[src/rtl/req_fifo_mc_if.sv]
// -----------------------------------------------------------------------------
// bus_protocol_if
//   Single-cycle memory-mapped bus shared by the endpoint peripherals.
//   Signals:
//     ren, wen      read / write strobes (controller -> peripheral)
//     addr, wdata   32-bit byte address and write data
//     rdata         32-bit read data, combinational in the access cycle
//     error         access rejected (unmapped, illegal direction, ren&wen)
//     request_stall peripheral needs more cycles (never used here)
// -----------------------------------------------------------------------------
interface bus_protocol_if;
  logic        ren;
  logic        wen;
  logic [31:0] addr;
  logic [31:0] wdata;
  logic [31:0] rdata;
  logic        error;
  logic        request_stall;

  modport peripheral_vital (
    input  ren, wen, addr, wdata,
    output rdata, error, request_stall
  );

  modport controller (
    output ren, wen, addr, wdata,
    input  rdata, error, request_stall
  );
endinterface

[src/rtl/req_fifo_mc.sv]
// -----------------------------------------------------------------------------
// req_fifo_mc
//   NUM_CH independent FIFOs of WIDTH-bit packet metadata, all filled from the
//   CRC-checked receive path and drained by software through a bus
//   peripheral (count / status / peek / pop / clear / watermark per channel,
//   plus a maskable interrupt).
//
// Ports:
//   clk          system clock
//   n_rst        asynchronous active-low reset
//   push_valid   one metadata push this cycle
//   push_ch      destination channel (values >= NUM_CH are dropped)
//   push_data    metadata to enqueue
//   overflow     per-channel sticky overrun flag
//   packet_recv  per-channel non-empty
//   irq          OR over channels of (irq_pend & irq_en)
//   bus_if       memory-mapped register access (single cycle, never stalls)
//
// Register map (channel c at c*0x20):
//   +0x00 COUNT  RO   +0x04 STATUS W1C[1:0]   +0x08 PEEK RO
//   +0x0C POP    RO   +0x10 CLEAR  WO         +0x14 WMARK RW
//   0x100 IRQ_PEND RO                         0x104 IRQ_EN RW
// -----------------------------------------------------------------------------
module req_fifo_mc #(
  parameter  int WIDTH  = 7,
  parameter  int DEPTH  = 16,
  parameter  int NUM_CH = 4,
  localparam int PCW    = (NUM_CH > 1) ? $clog2(NUM_CH) : 1
) (
  input  logic                  clk,
  input  logic                  n_rst,
  input  logic                  push_valid,
  input  logic [PCW-1:0]        push_ch,
  input  logic [WIDTH-1:0]      push_data,
  output logic [NUM_CH-1:0]     overflow,
  output logic [NUM_CH-1:0]     packet_recv,
  output logic                  irq,
  bus_protocol_if.peripheral_vital bus_if
);

  localparam int AW = $clog2(DEPTH);
  localparam int CW = AW + 1;

  localparam logic [31:0] ADDR_IRQ_PEND = 32'h0000_0100;
  localparam logic [31:0] ADDR_IRQ_EN   = 32'h0000_0104;

  // Word offset (addr[4:2]) inside a channel's register window.
  typedef enum logic [2:0] {
    REG_COUNT  = 3'd0,
    REG_STATUS = 3'd1,
    REG_PEEK   = 3'd2,
    REG_POP    = 3'd3,
    REG_CLEAR  = 3'd4,
    REG_WMARK  = 3'd5
  } reg_off_e;

  // ---------------------------------------------------------------- state
  logic [WIDTH-1:0]  r_mem    [NUM_CH][DEPTH];
  logic [AW-1:0]     r_rd_ptr [NUM_CH];
  logic [AW-1:0]     r_wr_ptr [NUM_CH];
  logic [CW-1:0]     r_count  [NUM_CH];
  logic [CW-1:0]     r_wmark  [NUM_CH];
  logic [NUM_CH-1:0] r_ovr;
  logic [NUM_CH-1:0] r_udr;
  logic [NUM_CH-1:0] r_irq_en;

  // ---------------------------------------------------------- derived view
  logic [NUM_CH-1:0] w_full, w_empty, w_at_wmark, w_irq_pend, w_push_hit;
  logic [WIDTH-1:0]  w_head [NUM_CH];

  always_comb begin
    for (int c = 0; c < NUM_CH; c++) begin
      w_full[c]     = (r_count[c] == CW'(DEPTH));
      w_empty[c]    = (r_count[c] == '0);
      w_at_wmark[c] = (r_count[c] >= r_wmark[c]);
      w_irq_pend[c] = w_at_wmark[c] | r_ovr[c];
      w_head[c]     = w_empty[c] ? '0 : r_mem[c][r_rd_ptr[c]];
      w_push_hit[c] = push_valid && (push_ch == PCW'(c));
    end
  end

  // ------------------------------------------------------------ bus decode
  reg_off_e          w_off;
  logic              w_access, w_err, w_irq_en_we;
  logic [31:0]       w_rdata;
  logic [NUM_CH-1:0] w_ch_hit, w_pop, w_clear, w_w1c_ovr, w_w1c_udr, w_wmark_we;
  logic [CW-1:0]     w_sel_count, w_sel_wmark, w_wmark_wdata;
  logic [WIDTH-1:0]  w_sel_head;
  logic [4:0]        w_sel_status;
  logic              w_unused;

  assign w_off         = reg_off_e'(bus_if.addr[4:2]);
  assign w_access      = n_rst && (bus_if.ren || bus_if.wen);
  // A watermark of 0 would hold the interrupt permanently; store it as 1.
  assign w_wmark_wdata = (bus_if.wdata[AW:0] == '0) ? CW'(1) : bus_if.wdata[AW:0];
  assign w_unused      = ^bus_if.wdata;

  // NOTE: every variable gets a default at the top of the block so that no
  // path through the decode leaves one unassigned and infers a latch.
  always_comb begin
    w_err        = 1'b0;
    w_rdata      = '0;
    w_irq_en_we  = 1'b0;
    w_ch_hit     = '0;
    w_pop        = '0;
    w_clear      = '0;
    w_w1c_ovr    = '0;
    w_w1c_udr    = '0;
    w_wmark_we   = '0;
    w_sel_count  = '0;
    w_sel_wmark  = '0;
    w_sel_head   = '0;
    w_sel_status = '0;

    // Channel windows occupy 0x000-0x0FF; a hit only exists for c < NUM_CH.
    for (int c = 0; c < NUM_CH; c++) begin
      if (bus_if.addr[31:8] == '0 && bus_if.addr[7:5] == 3'(c)) begin
        w_ch_hit[c]  = 1'b1;
        w_sel_count  = r_count[c];
        w_sel_wmark  = r_wmark[c];
        w_sel_head   = w_head[c];
        w_sel_status = {w_at_wmark[c], w_full[c], w_empty[c], r_udr[c], r_ovr[c]};
      end
    end

    if (w_access) begin
      if (bus_if.ren && bus_if.wen) begin
        w_err = 1'b1;
      end else if (bus_if.addr[1:0] != 2'b00) begin
        w_err = 1'b1;
      end else if (bus_if.addr == ADDR_IRQ_PEND) begin
        if (bus_if.wen) w_err = 1'b1;
        else            w_rdata = 32'(w_irq_pend);
      end else if (bus_if.addr == ADDR_IRQ_EN) begin
        if (bus_if.wen) w_irq_en_we = 1'b1;
        else            w_rdata = 32'(r_irq_en);
      end else if (w_ch_hit == '0) begin
        w_err = 1'b1;
      end else begin
        case (w_off)
          REG_COUNT: begin
            if (bus_if.wen) w_err = 1'b1;
            else            w_rdata = 32'(w_sel_count);
          end
          REG_STATUS: begin
            if (bus_if.ren) begin
              w_rdata = 32'(w_sel_status);
            end else begin
              w_w1c_ovr = w_ch_hit & {NUM_CH{bus_if.wdata[0]}};
              w_w1c_udr = w_ch_hit & {NUM_CH{bus_if.wdata[1]}};
            end
          end
          REG_PEEK: begin
            if (bus_if.wen) w_err = 1'b1;
            else            w_rdata = 32'(w_sel_head);
          end
          REG_POP: begin
            if (bus_if.wen) begin
              w_err = 1'b1;
            end else begin
              w_rdata = 32'(w_sel_head);
              w_pop   = w_ch_hit;
            end
          end
          REG_CLEAR: begin
            if (bus_if.ren) w_err = 1'b1;
            else            w_clear = w_ch_hit;
          end
          REG_WMARK: begin
            if (bus_if.ren) w_rdata = 32'(w_sel_wmark);
            else            w_wmark_we = w_ch_hit;
          end
          default: w_err = 1'b1;
        endcase
      end
    end
  end

  assign bus_if.rdata         = w_rdata;
  assign bus_if.error         = w_err;
  assign bus_if.request_stall = 1'b0;

  // ------------------------------------------------------- push/pop arbitration
  // A pop on a full FIFO frees the slot the same-cycle push lands in, so the
  // push is accepted without overrun. CLEAR discards any same-cycle push.
  logic [NUM_CH-1:0] w_do_pop, w_do_push, w_set_ovr;

  always_comb begin
    for (int c = 0; c < NUM_CH; c++) begin
      w_do_pop[c]  = w_pop[c] && !w_empty[c];
      w_do_push[c] = w_push_hit[c] && (!w_full[c] || w_do_pop[c]) && !w_clear[c];
      w_set_ovr[c] = w_push_hit[c] && w_full[c] && !w_do_pop[c] && !w_clear[c];
    end
  end

  // NOTE: state registers use non-blocking assignments so every flop samples
  // the pre-edge values regardless of statement order.
  always_ff @(posedge clk or negedge n_rst) begin
    if (!n_rst) begin
      for (int c = 0; c < NUM_CH; c++) begin
        r_rd_ptr[c] <= '0;
        r_wr_ptr[c] <= '0;
        r_count[c]  <= '0;
        r_wmark[c]  <= CW'(1);
      end
      r_ovr    <= '0;
      r_udr    <= '0;
      r_irq_en <= '0;
    end else begin
      if (w_irq_en_we) r_irq_en <= bus_if.wdata[NUM_CH-1:0];
      for (int c = 0; c < NUM_CH; c++) begin
        if (w_clear[c]) begin
          r_rd_ptr[c] <= '0;
          r_wr_ptr[c] <= '0;
          r_count[c]  <= '0;
          r_ovr[c]    <= 1'b0;
          r_udr[c]    <= 1'b0;
        end else begin
          if (w_do_pop[c])  r_rd_ptr[c] <= r_rd_ptr[c] + AW'(1);
          if (w_do_push[c]) r_wr_ptr[c] <= r_wr_ptr[c] + AW'(1);
          if (w_do_push[c] && !w_do_pop[c])      r_count[c] <= r_count[c] + CW'(1);
          else if (w_do_pop[c] && !w_do_push[c]) r_count[c] <= r_count[c] - CW'(1);
          // Set has priority over a same-cycle write-1-to-clear.
          if (w_set_ovr[c])      r_ovr[c] <= 1'b1;
          else if (w_w1c_ovr[c]) r_ovr[c] <= 1'b0;
          if (w_pop[c] && w_empty[c]) r_udr[c] <= 1'b1;
          else if (w_w1c_udr[c])      r_udr[c] <= 1'b0;
        end
        if (w_wmark_we[c]) r_wmark[c] <= w_wmark_wdata;
      end
    end
  end

  // NOTE: the entry storage is not reset; the pointers and count define which
  // entries are valid, and PEEK/POP return 0 whenever the count is zero.
  always_ff @(posedge clk) begin
    for (int c = 0; c < NUM_CH; c++) begin
      if (w_do_push[c]) r_mem[c][r_wr_ptr[c]] <= push_data;
    end
  end

  // ---------------------------------------------------------------- outputs
  always_comb begin
    for (int c = 0; c < NUM_CH; c++) packet_recv[c] = !w_empty[c];
  end

  assign overflow = r_ovr;
  assign irq      = |(w_irq_pend & r_irq_en);

endmodule

[src/flat_wrapper.sv]
// flat-port wrapper written by rule: the top's interface ports become plain ports
module req_fifo_mc_flat 
#(
  parameter  int WIDTH  = 7,
  parameter  int DEPTH  = 16,
  parameter  int NUM_CH = 4,
  localparam int PCW    = (NUM_CH > 1) ? $clog2(NUM_CH) : 1
)
  (clk, n_rst, push_valid, push_ch, push_data, overflow, packet_recv, irq, bus_if_ren, bus_if_wen, bus_if_addr, bus_if_wdata, bus_if_rdata, bus_if_error, bus_if_request_stall);
  bus_protocol_if bus_if_i ();
  input  logic clk;
  input  logic n_rst;
  input  logic push_valid;
  input  logic [PCW-1:0] push_ch;
  input  logic [WIDTH-1:0] push_data;
  output logic [NUM_CH-1:0] overflow;
  output logic [NUM_CH-1:0] packet_recv;
  output logic irq;
  input wire logic [$bits(bus_if_i.ren)-1:0] bus_if_ren;
  input wire logic [$bits(bus_if_i.wen)-1:0] bus_if_wen;
  input wire logic [$bits(bus_if_i.addr)-1:0] bus_if_addr;
  input wire logic [$bits(bus_if_i.wdata)-1:0] bus_if_wdata;
  output wire logic [$bits(bus_if_i.rdata)-1:0] bus_if_rdata;
  output wire logic [$bits(bus_if_i.error)-1:0] bus_if_error;
  output wire logic [$bits(bus_if_i.request_stall)-1:0] bus_if_request_stall;
  assign bus_if_i.ren = bus_if_ren;
  assign bus_if_i.wen = bus_if_wen;
  assign bus_if_i.addr = bus_if_addr;
  assign bus_if_i.wdata = bus_if_wdata;
  assign bus_if_rdata = bus_if_i.rdata;
  assign bus_if_error = bus_if_i.error;
  assign bus_if_request_stall = bus_if_i.request_stall;
  req_fifo_mc #(.WIDTH(WIDTH), .DEPTH(DEPTH), .NUM_CH(NUM_CH)) u_core (.clk(clk), .n_rst(n_rst), .push_valid(push_valid), .push_ch(push_ch), .push_data(push_data), .overflow(overflow), .packet_recv(packet_recv), .irq(irq), .bus_if(bus_if_i));
endmodule
[config.mk]
export PLATFORM = sky130hd
export DESIGN_NAME = req_fifo_mc_flat
export DESIGN_NICKNAME = d
export VERILOG_FILES = /design/src/rtl/req_fifo_mc_if.sv /design/src/rtl/req_fifo_mc.sv /design/src/flat_wrapper.sv
export SDC_FILE = /design/constraint.sdc
export NUM_CORES = 1
export LEC_CHECK = 0
export ABC_AREA = 1
export CAP_MARGIN = 30
export CORE_MARGIN = 2
export CORE_UTILIZATION = 45
export CTS_CLUSTER_DIAMETER = 200
export DETAILED_ROUTE_END_ITERATION = 8
export PLACE_DENSITY = 0.67
export SYNTH_ARGS = -nofsm -noshare
export SYNTH_HDL_FRONTEND = slang
export SYNTH_SLANG_ARGS = --single-unit
export TNS_END_PERCENT = 30
[constraint.sdc]
create_clock -name clk -period 2.95 [get_ports clk]
set_input_delay 0.59 -clock clk [delete_from_list [all_inputs] [get_ports clk]]
set_output_delay 0.59 -clock clk [all_outputs]
set_load 0.05 [all_outputs]
Word-level counts from Yosys, hierarchy flattened
Memories as Yosys holds them, arrays and structs flattened.
Cells that the tools add are included.
{"block": "word_totals", "out_inout_bits": 43, "latch_bits": 0, "inputBits": 78, "word_cells": 383, "romBits": 0, "ram_bits": 448, "reg_bits": 84, "mem_count": 1}
{"block": "op_classes", "muxes": 180, "reduce_logical": 113, "n_shift": 0, "bitwise": 15, "add_sub_neg": 16, "mul": 0, "n_div": 0, "order_cmp": 16, "n_eq_ne": 17}
{"memory": "u_core.r_mem", "depth": 4, "width": 112, "read_ports": 4, "rd_clocked_by_memory_dff": 0, "write_ports": 1, "line_no": "req_fifo_mc.sv:58", "rtl": "logic [WIDTH-1:0] r_mem [NUM_CH][DEPTH];"}
{"operator": "$mux 112", "count": 10}
{"operator": "$reduce_or 112->1", "count": 3}
{"operator": "$mux 4", "count": 57}
{"operator": "$mux 32", "count": 6}
{"operator": "$mux 7", "count": 21}
{"operator": "$mux 5", "count": 28}
{"operator": "$pmux 32 s4", "count": 1}
{"operator": "$bmux 7 s4", "count": 4}
{"operator": "$demux 7 s4", "count": 4}
{"operator": "$eq 32x9->1 const B", "count": 2}
{"operator": "$logic_and 1x1->1", "count": 50}
{"operator": "$mux 1", "count": 45}
{"operator": "$ge 5x5->1 const B", "count": 8}
{"operator": "$not 4->5", "count": 8}
{"operator": "$reduce_bool 3->1", "count": 12}
{"operator": "$add 4x1->4 const B", "count": 8}
{"operator": "$logic_not 5->1", "count": 5}
{"operator": "$logic_not 24->1", "count": 1}
{"operator": "$add 5x1->5 const B", "count": 4}
{"operator": "$eq 5x5->1 const B", "count": 4}
{"operator": "$ge 5x5->1", "count": 4}
{"operator": "$logic_not 1->1", "count": 20}
{"operator": "$lt 5x1->1 const B", "count": 4}
{"operator": "$sub 5x1->5 const B", "count": 4}
{"operator": "17 further kinds", "count": 44}

Longest topological paths before layout
Gate-level depths: netlist of run 1.
{"block": "depth", "ltp_word": 21, "ltp_mapped": 23, "mapped_depth_nobuf": 23}

Worst setup path before layout of run 1
No wires, ideal clock.
{"block": "synth_timing", "path_kind": "in2out", "startpoint": "input port bus_if_addr[23]", "endpoint": "output port bus_if_rdata[6]", "t_arrival_ps": 2781, "slack_ps": -421, "cell_stages": 12, "required_time_ps": 2360, "path_buffers": 1, "cell_sequence": "nor2_1 > nand2_1 > nor2_2 > nand2_4 > nor2_8 > buf_4 > nand4_1 > inv_1 > nand3_1 > nand3_1 > nor2_1 > nor3_1"}
{"block": "synth_via", "elab_chain_len": 14, "elab_cells_between_ends": 24, "cone_classes": "eq/ne: 2; mux: 16; reduce/logical: 6"}
{"item": "from (decl)", "line_no": "flat_wrapper.sv:21", "rtl": "input wire logic [$bits(bus_if_i.addr)-1:0] bus_if_addr;"}
{"item": "$logic_not 24->1", "line_no": "req_fifo_mc.sv:117", "rtl": "if (bus_if.addr[31:8] == '0 && bus_if.addr[7:5] == 3'(c)) begin"}
{"item": "$logic_and 1x1->1", "line_no": "req_fifo_mc.sv:117"}
{"item": "$mux 7 (4 in a row)", "line_no": "req_fifo_mc.sv:117"}
{"item": "$mux 7", "line_no": "req_fifo_mc.sv:154, req_fifo_mc.sv:158"}
{"item": "$pmux 32 s4", "line_no": "req_fifo_mc.sv:140", "rtl": "case (w_off)"}
{"item": "$mux 32", "line_no": "req_fifo_mc.sv:137", "rtl": "end else if (w_ch_hit == '0) begin"}
{"item": "$mux 32", "line_no": "req_fifo_mc.sv:134", "rtl": "end else if (bus_if.addr == ADDR_IRQ_EN) begin"}
{"item": "$mux 32 *", "line_no": "req_fifo_mc.sv:131", "rtl": "end else if (bus_if.addr == ADDR_IRQ_PEND) begin"}
{"item": "$mux 32 *", "line_no": "req_fifo_mc.sv:129", "rtl": "end else if (bus_if.addr[1:0] != 2'b00) begin"}
{"item": "$mux 32 *", "line_no": "req_fifo_mc.sv:127", "rtl": "if (bus_if.ren && bus_if.wen) begin"}
{"item": "$mux 32 *", "line_no": "req_fifo_mc.sv:126", "rtl": "if (w_access) begin"}
{"item": "to (decl)", "line_no": "flat_wrapper.sv:23", "rtl": "output wire logic [$bits(bus_if_i.rdata)-1:0] bus_if_rdata;"}
Every way passes the cells marked *; elsewhere a longest branch is shown, timed or not.

Worst setup path in the final report of run 1
{"block": "layout_timing", "startpoint": "register u_core.r_rd_ptr[9] in the netlist's numbering", "endpoint": "output port bus_if_rdata[6]"}
{"block": "layout_via", "elab_chain_len": 16}
{"item": "from (decl)", "line_no": "req_fifo_mc.sv:59", "rtl": "logic [AW-1:0] r_rd_ptr [NUM_CH];"}
{"item": "from (signal, indexed assignment)", "line_no": "req_fifo_mc.sv:219", "rtl": "if (w_do_pop[c]) r_rd_ptr[c] <= r_rd_ptr[c] + AW'(1);"}
{"item": "$not 4->5 (not written as such)", "line_no": "req_fifo_mc.sv:77", "rtl": "w_head[c] = w_empty[c] ? '0 : r_mem[c][r_rd_ptr[c]];"}
{"item": "$bmux 7 s4", "line_no": "req_fifo_mc.sv:77"}
{"item": "$mux 7 (not written as such) (2 in a row)", "line_no": "req_fifo_mc.sv:77"}
{"item": "$mux 7", "line_no": "req_fifo_mc.sv:77"}
{"item": "$mux 7 (3 in a row)", "line_no": "req_fifo_mc.sv:117"}
{"item": "$mux 7", "line_no": "req_fifo_mc.sv:154, req_fifo_mc.sv:158"}
{"item": "$pmux 32 s4", "line_no": "req_fifo_mc.sv:140"}
{"item": "$mux 32", "line_no": "req_fifo_mc.sv:137"}
{"item": "$mux 32", "line_no": "req_fifo_mc.sv:134"}
{"item": "$mux 32", "line_no": "req_fifo_mc.sv:131"}
{"item": "$mux 32", "line_no": "req_fifo_mc.sv:129"}
{"item": "$mux 32", "line_no": "req_fifo_mc.sv:127"}
{"item": "$mux 32", "line_no": "req_fifo_mc.sv:126"}
No other way between the ends. The select of a mux whose other input is x is not followed.

==> results of run 1 <==
==> logic make-up after synthesis <==
| kind of cell | after synthesis | synth area share |
|---|---|---|
| AOI/OAI and AO/OA | 408 | 0.0915 |
| xor gates and xnor gates | 8 | 0.00283 |
| adders and majority gates | 64 | 0.0335 |
| buffers and inverters | 309 | 0.0535 |
| DFF | 532 | 0.628 |
| other | 1 | 0.000151 |
| and+or+nand+nor | 1096 | 0.191 |
==> cell type report <==
class,count,share of cell area
timing repair buffer,384,0.111
sequential,532,0.498
multi-input combinational,1602,0.280
tap,704,0.0282
clock inverter,37,0.0110
timing repair inverter,1,0.000160
inverter,202,0.0256
clock buffer,65,0.0456
==> metal layers <==
layer | vias to the layer above | wire (um)
met4 | 0 | 2430
met1 | 9467 | 28400
met2 | 773 | 34500
li1 | 9045 | -
met3 | 165 | 4750
met5 | - | 0
==> synth_stat cells, types with 16 or more instances <==
cell	number
nand2_1	540
edfxtp_1	448
nand4_1	28
buf_4	30
clkbuf_1	39
buf_2	36
nor3_1	29
o211ai_1	25
inv_2	16
nor2_1	275
o21ai_1	16
o21ai_0	208
ha_1	60
nand3_1	168
a21oi_1	87
inv_1	180
dfrtp_1	80
o22ai_1	21
==> power breakdown <==
group / switching (uW) / internal (uW)
clock: 2980 / 3820
sequential: 390 / 8560
combinational: 1820 / 1150
total: 5180 / 13500
==> worst paths after layout <==
path	end	slack (ns)	depth (start not counted)	start
setup / recovery	bus_if_rdata[6]	-0.38	13	u_core.r_rd_ptr[9]$_DFFE_PN0P_
setup reg to reg	u_core.r_count[9]$_DFFE_PN0P_	0.11	16	u_core.r_count[7]$_DFFE_PN0P_
hold reg to reg	u_core.r_wmark[3]$_DFFE_PN0P_	0.49	2	u_core.r_wmark[3]$_DFFE_PN0P_
max in group asynchronous	u_core.r_rd_ptr[4]$_DFFE_PN0P_	1.47	5	n_rst
min in group clk	u_core.r_mem[0][12]$_DFFE_PP_	0.44	1	push_data[5]
hold / removal	u_core.r_wmark[4]$_DFFE_PN0P_	0.43	3	n_rst
==> flip-flops by register name, summed over array words and instances, names as in the netlist <==
register	flops
u_core.r_irq_en	4
u_core.r_rd_ptr	16
u_core.r_udr	4
u_core.r_count	20
u_core.overflow	4
u_core.r_wr_ptr	16
u_core.r_mem	448
u_core.r_wmark	20
==> per-stage QoR <==
step / setup TNS [ns] / hold WS (ns) / setup slack (ns) / std cells / util
6_report: -2.77 / 0.432 / -0.375 / 3527 / 0.571
3_3_place_gp: -181.99 / 0.476 / -0.730 / 3366 / 0.511
4_1_cts: -3.15 / 0.400 / -0.400 / 3498 / 0.558
3_5_place_dp: -189.54 / 0.474 / -0.800 / 3370 / 0.512
5_1_grt: -3.75 / 0.414 / -0.480 / 3527 / 0.571
2_1_floorplan: -1.30 / 0.294 / -0.274 / 2443 / -
==> critical path, cell delays in order, from the launching register on <==
cell and delay, ns:
dfrtp_1 0.41, buf_6 0.14, clkinvlp_4 0.07, buf_6 0.12
buf_4 0.12, o21ai_0 0.07, o22ai_1 0.20, nand2_1 0.08
nand3_1 0.17, nand3_4 0.13, nand3_2 0.11, nor2_2 0.05
nor3_4 0.21, buf_6 0.20
==> what timing repair did <==
action,in CTS,in global routing
hold buffers,1,0
pin swaps,65,74
endpoints found under the setup margin,20,74
cloned,5,5
gates resized for setup,190,186
buffers inserted,21,26
endpoints found under the hold margin,6,0
==> summary.txt, run 1 <==
Logic synthesis
  • Yosys reg bits: 532
  • Leading area contributor after synthesis: edfxtp_1
  • Asr flop ratio synth: 0.158
  • Seq/Total Area, Yosys: 0.628
  • Post-Syn Instances: 2418
  • Mapped Area: 24800 um^2
  • Main area contributors after synthesis: edfxtp_1 54%, nand2_1 8.2%, dfrtp_1 8.1%
  • Yosys cell types: 55
  • YS warnings: 0
  • Main synth FF type: edfxtp_1
  • Post-synth top area share: 0.543
  • Number of flops mapped to enable cells by yosys: 448
  • Syn avg cell area: 10.2 um^2

Layout
  • Post-route cell area: 31300 um^2
  • Most common cell after layout, fill and taps aside: nand2_1
  • NumNets Final: 2920
  • # fillers: 4532
  • Layout cells sized above 1: 0.238
  • Area growth syn-to-layout: 26.1%
  • N_diodes: 0
  • Most frequent cells in the layout: 507 x nand2_1, 448 x edfxtp_1, 257 x buf_4, 245 x nor2_1, 165 x o21ai_0
  • FF/Latch Area: 15600 um^2
  • Multi-input gate area: 8760 um^2

Status
  • Run status: finished, violations left
  • Failing checks: setup timing

Setup path
  • Critical path class: reg -> out
  • Critical path startpoint category: flop
  • CP required: 2.36 ns
  • Worst-path maximum fanout: 6
  • CP Capture Type: output pin
  • Arrival time worst endpoint: 2.74 ns

Clocking
  • CTS sink cnt: 532
  • H-tree depth: 2
  • CTS buffer count: 55
  • CTS clock-pin slew for the worst setup and hold paths: 0.06 ns
  • Root Driver: clkbuf_16
  • CTS max path bufs: 3
  • Worst-skew pair later-pin latency: 0.63 ns
  • CTS tree: built

Place
  • Number of buffers added on ports: 67
  • Placed Area: 28000 um^2
  • Final GP Congestion: 0.978
  • Final HPWL DP: 46800 um

STA
  • Clock Skew: 0.0365 ns
  • Unrepaired setup endpoints after global routing: true
  • Final Setup Violations: 9
  • Worst Tran Pin Value: 1.02 ns
  • Max frequency: 301 MHz
  • Slew Limit Fails: 0
  • Max transition margin: 0.313
  • Final min period: 3.33 ns
  • Tcrit/Tclk final: 1.13
  • Setup slack after layout: -0.375 ns
  • Fin. Hold Viols: 0

Worst hold path
  • Worst Hold Class: in -> async

Floorplan
  • Height of the die: 239 um
  • Initial cell density of the core: 0.453
  • Io pins: 121
  • Die area: 57000 um^2
  • Core area: 54800 um^2
  • Die X: 239 um
  • Num rows: 86

Pwr
  • Tot Pwr: 18700 uW
  • Leakage power: 0.0124 uW
  • VDD IR max: 522 uV
  • Cell area power density: 599 nW/um^2

Drt
  • Initial drt markers: 1847
  • Drt wl/cell: 19.9 um
  • Vias after detailed routing: 19450
  • Via density: 5.51
  • Routed wire length: 70100 um
  • Final ANT Viol Nets: 0
  • DRC Markers: 0
  • First-pass DRT Iterations: 6

GRT
  • Met3 Resource Use GR: 0.0322
  • Vias in the first global route: 18941
  • M1 GR Usage: 0.317
  • Grt total ovfl: 0
  • Gr busiest metal: met2
  • Initial antenna violation count: 0
  • Largest net degree at the start of global routing: 65
  • First-pass GRT wire length: 106000 um
  • Routing usage on met2: 0.408
  • Global-route usage over all layers: 0.241

Run
  • MaxCap Viol Count: 0
Note: power is estimated with default switching activity, not from simulation.
==> run 2, diff against run 1 <==
CTS_BUF_LIST = sky130_fd_sc_hd__clkbuf_4   (was default)
SKIP_LAST_GASP = 1   (was default)
==> run 2 against run 1 <==
The run still ends with setup timing left; die area stayed put; critical path depth is 2 higher; count of clock-buffer cells in the layout is 140 higher; sequential share of layout area is 0.76 points higher; wire length hardly changed; register-to-register slack worse by 0.02 ns; sequential cell count stayed put; non-clock buffer count is 19 lower; clock skew is 0.025 ns higher; worst hold slack worse by 0.31 ns; cell count is 3.7% higher; critical path type unchanged; largest cell class unchanged.
==> summary.txt, run 2 (same netlist as run 1, synthesis figures left out) <==
Floorplan
  • Die area: 57000 um^2 (unchanged)
  • Io pins: 121 (unchanged)
  • Die X: 239 um (unchanged)
  • Height of the die: 239 um (unchanged)
  • Num rows: 86 (unchanged)
  • Initial cell density of the core: 0.453 (unchanged)
  • Core area: 54800 um^2 (unchanged)

Setup path
  • Slowest-stage cell, CP: dfrtp_2 (was dfrtp_1)
  • Cell family with most CP delay: buffers and inverters (was simple AND/OR/NAND/NOR gates)
  • Origin of the critical flop-to-flop path: u_core.r_count[7]$_DFFE_PN0P_ (unchanged)
  • Critical Path Max Stage Delay: 0.50 ns (was 0.41 ns)
  • Worst Setup SP: u_core.r_rd_ptr[8]$_DFFE_PN0P_ (was u_core.r_rd_ptr[9]$_DFFE_PN0P_)
  • CP Capture Type: output pin (unchanged)
  • Worst-path maximum fanout: 8 (was 6)
  • R2R cell count: 15 (was 16)
  • Worst Setup EP: bus_if_rdata[1] (was bus_if_rdata[6])
  • CP required: 2.36 ns (about the same)
  • Buf/Inv on CP: 5 (unchanged)
  • Cell Chain, Critical Path: buf_6, clkbuf_16, buf_6, o21ai_1, nand2_1, nor2_2, o21ai_2, buf_4, nand2_2, nand3_2, nand2_1, nand3_1, nand2_2, a21oi_2, buf_6 (was buf_6, clkinvlp_4, buf_6, buf_4, o21ai_0, o22ai_1, nand2_1, nand3_1, nand3_4, nand3_2, nor2_2, nor3_4, buf_6)
  • Critical path startpoint category: flop (unchanged)
  • R2R setup slack: 0.09 ns (was 0.11 ns)
  • Crit-path most repeated cell: buf_6 (unchanged)
  • Reg2reg end: u_core.r_count[9]$_DFFE_PN0P_ (unchanged)
  • Crit. path cell count: 15 (was 13)
  • Arrival time worst endpoint: 3.21 ns (was 2.74 ns)
  • Critical path class: reg -> out (unchanged)

Clocking
  • H-tree depth: 4 (was 2)
  • CTS sink cnt: 532 (unchanged)
  • CTS tree: built (unchanged)
  • CTS clock-pin slew for the worst setup and hold paths: 0.07 ns (was 0.06 ns)
  • Worst-skew pair later-pin latency: 1.01 ns (was 0.63 ns)
  • Root Driver: clkbuf_4 (was clkbuf_16)
  • CTS buffer count: 140 (was 55)
  • CTS max path bufs: 3 (unchanged)

STA
  • Final Setup Violations: 13 (was 9)
  • Setup slack after layout: -0.845 ns (was -0.375 ns)
  • Max transition margin: 0.312 (was 0.313)
  • Unrepaired setup endpoints after global routing: true (unchanged)
  • Hold WS: 0.124 ns (was 0.432 ns)
  • Tcrit/Tclk final: 1.29 (was 1.13)
  • Final min period: 3.80 ns (was 3.33 ns)
  • Clock Skew: 0.0610 ns (was 0.0365 ns)
  • Slew Limit Fails: 0 (unchanged)
  • Fin. Hold Viols: 0 (unchanged)
  • Worst Tran Pin Value: 1.02 ns (about the same)
  • Max frequency: 263 MHz (was 301 MHz)

Pwr
  • VDD IR max: 506 uV (was 522 uV)
  • Cell area power density: 599 nW/um^2 (about the same)
  • Leakage power: 0.0124 uW (about the same)
  • Tot Pwr: 18400 uW (was 18700 uW)

GRT
  • Grt total ovfl: 0 (unchanged)
  • Initial antenna violation count: 1 (was 0)
  • Largest net degree at the start of global routing: 65 (unchanged)
  • Global-route usage over all layers: 0.245 (was 0.241)
  • Vias in the first global route: 19555 (was 18941)
  • First-pass GRT wire length: 107000 um (was 106000 um)

Layout
  • Post-route insts no fill: 3657 (was 3527)
  • NumNets Final: 2985 (was 2920)
  • Max FFs per register: 448 (unchanged)
  • Area growth syn-to-layout: 24.1% (was 26.1%)
  • Layout cells sized above 1: 0.236 (was 0.238)
  • Most frequent cells in the layout: 522 x nand2_1, 448 x edfxtp_1, 258 x nor2_1, 252 x buf_4, 205 x clkbuf_4 (was 507 x nand2_1, 448 x edfxtp_1, 257 x buf_4, 245 x nor2_1, 165 x o21ai_0)
  • Most common cell after layout, fill and taps aside: nand2_1 (unchanged)

Place
  • Final GP Congestion: 0.978 (unchanged)
  • Number of buffers added on ports: 67 (unchanged)
  • Final HPWL DP: 46800 um (unchanged)
  • Placed cells: 3370 (unchanged)

Drt
  • Routed wire length: 70100 um (about the same)
  • First-pass DRT Iterations: 6 (unchanged)
  • Via density: 5.40 (was 5.51)
  • Initial drt markers: 1665 (was 1847)
  • Vias after detailed routing: 19741 (was 19450)
  • Drt wl/cell: 19.2 um (was 19.9 um)
  • Final ANT Viol Nets: 0 (unchanged)
  • DRC Markers: 0 (unchanged)

Status
  • Failing checks: setup timing (unchanged)
  • Run status: finished, violations left (unchanged)

Worst hold path
  • Worst Hold Class: in -> reg (was in -> async)

Run
  • MaxCap Viol Count: 0 (unchanged)
run 2: cell count changes in the layout (fill, tap and decap cells not counted), moves of 13 or more:
cell / change
clkbuf_16: -50
o21ai_0: +23
clkinv_1: +19
nor2_4: -15
o21ai_1: -19
nand2_1: +15
dlygate4sd2_1: -13
nor2_1: +13
clkdlybuf4s50_1: +38
clkbuf_2: -14
clkbuf_4: +205
buf_6: -15
run 2: per-layer routing:
layer	track usage	vias to the layer above	share of wire
met4	0.110	0	0.033
met1	0.310	9522	0.41
met2	0.407	783	0.49
li1	-	9271	-
met5	0	-	0
met3	0.0473	165	0.068
run 2: final cells by class:
type / count / area, um^2
antenna: 5 / 12.5
tap: 704 / 881
fill: 4693 / 24000
timing repair buffer: 365 / 3360
clock buffer: 205 / 1540
sequential: 532 / 15600
clock inverter: 42 / 323
inverter: 202 / 783
multi-input combinational: 1602 / 8300
run 2: what timing repair did:
action,4_1_cts,5_1_grt
pin swaps,26,36
setup endpoints to repair,15,19
gates resized for setup,79,64
gates cloned,3,7
endpoints found under the hold margin,50,0
setup buffers,9,13
hold buffers,3,0
run 2: how the worst min path moves through the flow:
stage,startpoint,endpoint,slack [ns],cells after the start
floorplan,n_rst,u_core.overflow[0]$_DFFE_PN0P_,0.29,0
global placement,u_core.r_wmark[6]$_DFFE_PN0P_,u_core.r_wmark[6]$_DFFE_PN0P_,0.48,2
detailed placement,u_core.r_wmark[16]$_DFFE_PN0P_,u_core.r_wmark[16]$_DFFE_PN0P_,0.47,2
CTS,push_data[2],u_core.r_mem[1][30]$_DFFE_PP_,0.05,1
global route,push_data[6],u_core.r_mem[2][55]$_DFFE_PP_,0.09,1
finish,push_data[2],u_core.r_mem[1][30]$_DFFE_PP_,0.12,1
run 2: metrics by stage:
stage	TNS [ns]	setup slack (ns)	util	cell area (um^2)
6_report	-8.74	-0.845	0.562	30800
5_1_grt	-10.84	-0.965	0.562	30800
4_1_cts	-9.47	-0.850	0.554	30300
3_5_place_dp	-189.54	-0.800	0.512	28000
3_3_place_gp	-181.99	-0.730	0.511	28000
2_1_floorplan	-1.30	-0.274	-	24900
run 2: power by group:
| part | leakage, uW | total, uW | switching [uW] | internal [uW] |
|---|---|---|---|---|
| clock network | 0.00109 | 6700 | 3070 | 3630 |
| registers | 0.00502 | 8930 | 373 | 8550 |
| logic | 0.00625 | 2790 | 1740 | 1060 |
| total | 0.0124 | 18400 | 5180 | 13200 |
==> run 3, diff against run 2 <==
CTS_CLUSTER_SIZE = 28   (was default)
==> run 3 against run 2 <==
The run still ends with setup timing left; utilization shrank 3.0 points; global-route usage shrank 1.2 points; setup slack gained 0.057 ns; wire length shrank 4.2%.
==> summary.txt, run 3 (same netlist as run 1, synthesis figures left out) <==
Status
  • Run status: finished, violations left (unchanged)
  • Failing checks: setup timing (unchanged)

GRT
  • First-pass GRT wire length: 103000 um (was 107000 um)
  • Grt total ovfl: 0 (unchanged)
  • Initial antenna violation count: 1 (unchanged)
  • Largest net degree at the start of global routing: 65 (unchanged)
  • Vias in the first global route: 18354 (was 19555)
  • Global-route usage over all layers: 0.232 (was 0.245)

Run
  • MaxCap Viol Count: 0 (unchanged)

Setup path
  • Critical path startpoint category: flop (unchanged)
  • Reg2reg end: u_core.r_count[9]$_DFFE_PN0P_ (unchanged)
  • Critical Path Max Stage Delay: 0.47 ns (was 0.50 ns)
  • CP required: 2.36 ns (about the same)
  • R2R cell count: 15 (unchanged)
  • Cell Chain, Critical Path: buf_6, clkinvlp_4, buf_6, o21ai_0, o22ai_1, nand2_1, nand3_1, nand3_2, nand3_2, nor2_1, nor3_2, buf_6 (was buf_6, clkbuf_16, buf_6, o21ai_1, nand2_1, nor2_2, o21ai_2, buf_4, nand2_2, nand3_2, nand2_1, nand3_1, nand2_2, a21oi_2, buf_6)
  • Arrival time worst endpoint: 3.15 ns (was 3.21 ns)
  • Crit-path most repeated cell: buf_6 (unchanged)
  • Critical path class: reg -> out (unchanged)
  • Cell family with most CP delay: simple AND/OR/NAND/NOR gates (was buffers and inverters)
  • Origin of the critical flop-to-flop path: u_core.r_count[6]$_DFFE_PN0P_ (was u_core.r_count[7]$_DFFE_PN0P_)
  • Buf/Inv on CP: 4 (was 5)
  • Slowest-stage cell, CP: dfrtp_1 (was dfrtp_2)
  • CP Capture Type: output pin (unchanged)
  • R2R setup slack: 0.06 ns (was 0.09 ns)
  • Worst-path maximum fanout: 8 (unchanged)
  • Crit. path cell count: 12 (was 15)

Clocking
  • Worst-skew pair later-pin latency: 0.94 ns (was 1.01 ns)
  • Root Driver: clkbuf_4 (unchanged)
  • CTS sink cnt: 532 (unchanged)
  • CTS buffer count: 22 (was 140)
  • CTS clock-pin slew for the worst setup and hold paths: 0.27 ns (was 0.07 ns)
  • H-tree depth: 1 (was 4)
  • CTS tree: built (unchanged)
  • CTS max path bufs: 3 (unchanged)

Floorplan
  • Die area: 57000 um^2 (unchanged)
  • Die X: 239 um (unchanged)
  • Height of the die: 239 um (unchanged)
  • Io pins: 121 (unchanged)
  • Core area: 54800 um^2 (unchanged)
  • Num rows: 86 (unchanged)
  • Initial cell density of the core: 0.453 (unchanged)

STA
  • Clock Skew: 0.154 ns (was 0.0610 ns)
  • Fin. Hold Viols: 0 (unchanged)
  • Tcrit/Tclk final: 1.27 (was 1.29)
  • Max transition margin: 0.297 (was 0.312)
  • Hold WS: 0.104 ns (was 0.124 ns)
  • Max frequency: 267 MHz (was 263 MHz)
  • Slew Limit Fails: 0 (unchanged)
  • Unrepaired setup endpoints after global routing: true (unchanged)
  • Setup slack after layout: -0.789 ns (was -0.845 ns)
  • Final Setup Violations: 14 (was 13)
  • Setup TNS: -7.87 ns (was -8.74 ns)
  • Worst Tran Pin Value: 1.05 ns (was 1.02 ns)
  • Final min period: 3.74 ns (was 3.80 ns)

Pwr
  • VDD IR max: 367 uV (was 506 uV)
  • Clock power share: 0.190 (was 0.364)
  • Leakage power: 0.0114 uW (was 0.0124 uW)
  • Comb power frac: 0.199 (was 0.152)
  • Psw: 4200 uW (was 5180 uW)
  • Sequential power share: 0.612 (was 0.485)
  • Cell area power density: 499 nW/um^2 (was 599 nW/um^2)
  • Sw Ratio: 0.289 (was 0.281)
  • Internal: 10300 uW (was 13200 uW)

Drt
  • Via density: 5.48 (was 5.40)
  • Routed wire length: 67100 um (was 70100 um)
  • First-pass DRT Iterations: 6 (unchanged)
  • DRC Markers: 0 (unchanged)
  • Initial drt markers: 1727 (was 1665)
  • Drt wl/cell: 19.5 um (was 19.2 um)
  • Vias after detailed routing: 18850 (was 19741)
  • Final ANT Viol Nets: 0 (unchanged)

Worst hold path
  • Worst Hold Class: in -> reg (unchanged)
  • WHS Endpoint: u_core.r_mem[2][54]$_DFFE_PP_ (was u_core.r_mem[1][30]$_DFFE_PP_)
  • Hold_sp: push_data[5] (was push_data[2])
  • Hold depth: 1 (unchanged)

Place
  • Final GP Congestion: 0.978 (unchanged)
  • Final HPWL DP: 46800 um (unchanged)
  • Placed Area: 28000 um^2 (unchanged)
  • Number of buffers added on ports: 67 (unchanged)
  • Placed cells: 3370 (unchanged)

Layout
  • Post-route cell area: 29100 um^2 (was 30800 um^2)
  • Area growth syn-to-layout: 17.4% (was 24.1%)
  • Most common cell after layout, fill and taps aside: nand2_1 (unchanged)
  • Layout cells sized above 1: 0.193 (was 0.236)
  • Most frequent cells in the layout: 517 x nand2_1, 448 x edfxtp_1, 254 x nor2_1, 251 x buf_4, 185 x o21ai_0 (was 522 x nand2_1, 448 x edfxtp_1, 258 x nor2_1, 252 x buf_4, 205 x clkbuf_4)
  • # fillers: 4779 (was 4693)
  • NumNets Final: 2861 (was 2985)
  • Post-route insts no fill: 3440 (was 3657)
  • Max FFs per register: 448 (unchanged)
[run 3: changes by cell type in the layout (fill, tap and decap cells not counted), moves of 4 or more]
cell / previous run / this run
o21ai_1: 32 / 38
diode_2: 5 / 1
nand2_2: 28 / 33
clkinv_1: 31 / 3
nand2_1: 522 / 517
clkbuf_16: 7 / 2
bufinv_16: 5 / 1
clkbuf_4: 205 / 39
nor2_1: 258 / 254
[run 3: worst max-delay path by stage]
stage	from	to	slack [ns]
global route	u_core.r_rd_ptr[13]$_DFFE_PN0P_	bus_if_rdata[6]	-0.91
CTS	u_core.r_rd_ptr[12]$_DFFE_PN0P_	bus_if_rdata[3]	-0.80
global placement	bus_if_addr[3]	u_core.r_count[19]$_DFFE_PN0P_	-0.73
floorplan	bus_if_addr[27]	u_core.r_count[9]$_DFFE_PN0P_	-0.27
detailed placement	bus_if_addr[25]	u_core.r_count[9]$_DFFE_PN0P_	-0.80
finish	u_core.r_rd_ptr[9]$_DFFE_PN0P_	bus_if_rdata[6]	-0.79
[run 3: through the flow]
| stage | power, uW | setup WS (ns) | utilization |
|---|---|---|---|
| 2_1_floorplan | 10600 | -0.274 | - |
| 3_3_place_gp | 11600 | -0.730 | 0.511 |
| 3_5_place_dp | 11800 | -0.800 | 0.512 |
| 4_1_cts | 14500 | -0.797 | 0.528 |
| 5_1_grt | 15100 | -0.908 | 0.531 |
| 6_report | 14500 | -0.789 | 0.531 |
[run 3: per-layer routing]
| layer | GRT usage | vias to the layer above | share of wire | wire length (um) |
|---|---|---|---|---|
| li1 | - | 8876 | - | - |
| met1 | 0.313 | 9192 | 0.42 | 27900 |
| met2 | 0.402 | 656 | 0.50 | 33400 |
| met3 | 0.0215 | 126 | 0.057 | 3790 |
| met4 | 0.0659 | 0 | 0.029 | 1920 |
| met5 | 0 | - | 0 | 0 |
[run 3: timing repair]
item,4_1_cts,5_1_grt
buffers inserted,14,13
gates cloned,4,3
pin swaps,24,48
gates resized for setup,107,66
hold endpoints to repair,42,0
endpoints found under the setup margin,14,21
hold buffers,1,0
[run 3: power groups by stage]
stage / sequential, uW / combinational [uW] / clock (uW)
floorplan: 9040 / 1610 / 0
global placement: 9050 / 2570 / 0
detailed placement: 9060 / 2720 / 0
CTS: 8900 / 2790 / 2820
global route: 8930 / 3180 / 3040
finish: 8890 / 2880 / 2760
[run 3: cell type report]
cell class / count / area [um^2] / share of cell area
inverters: 202 / 779 / 0.0268
clock buffers: 39 / 293 / 0.0101
repair buffers: 359 / 3190 / 0.109
well taps: 704 / 881 / 0.0303
diodes: 1 / 2.50 / 0.0000860
multi-input cells: 1602 / 8360 / 0.287
flip-flops and latches: 532 / 15600 / 0.535
clock inverters: 1 / 30.0 / 0.00103
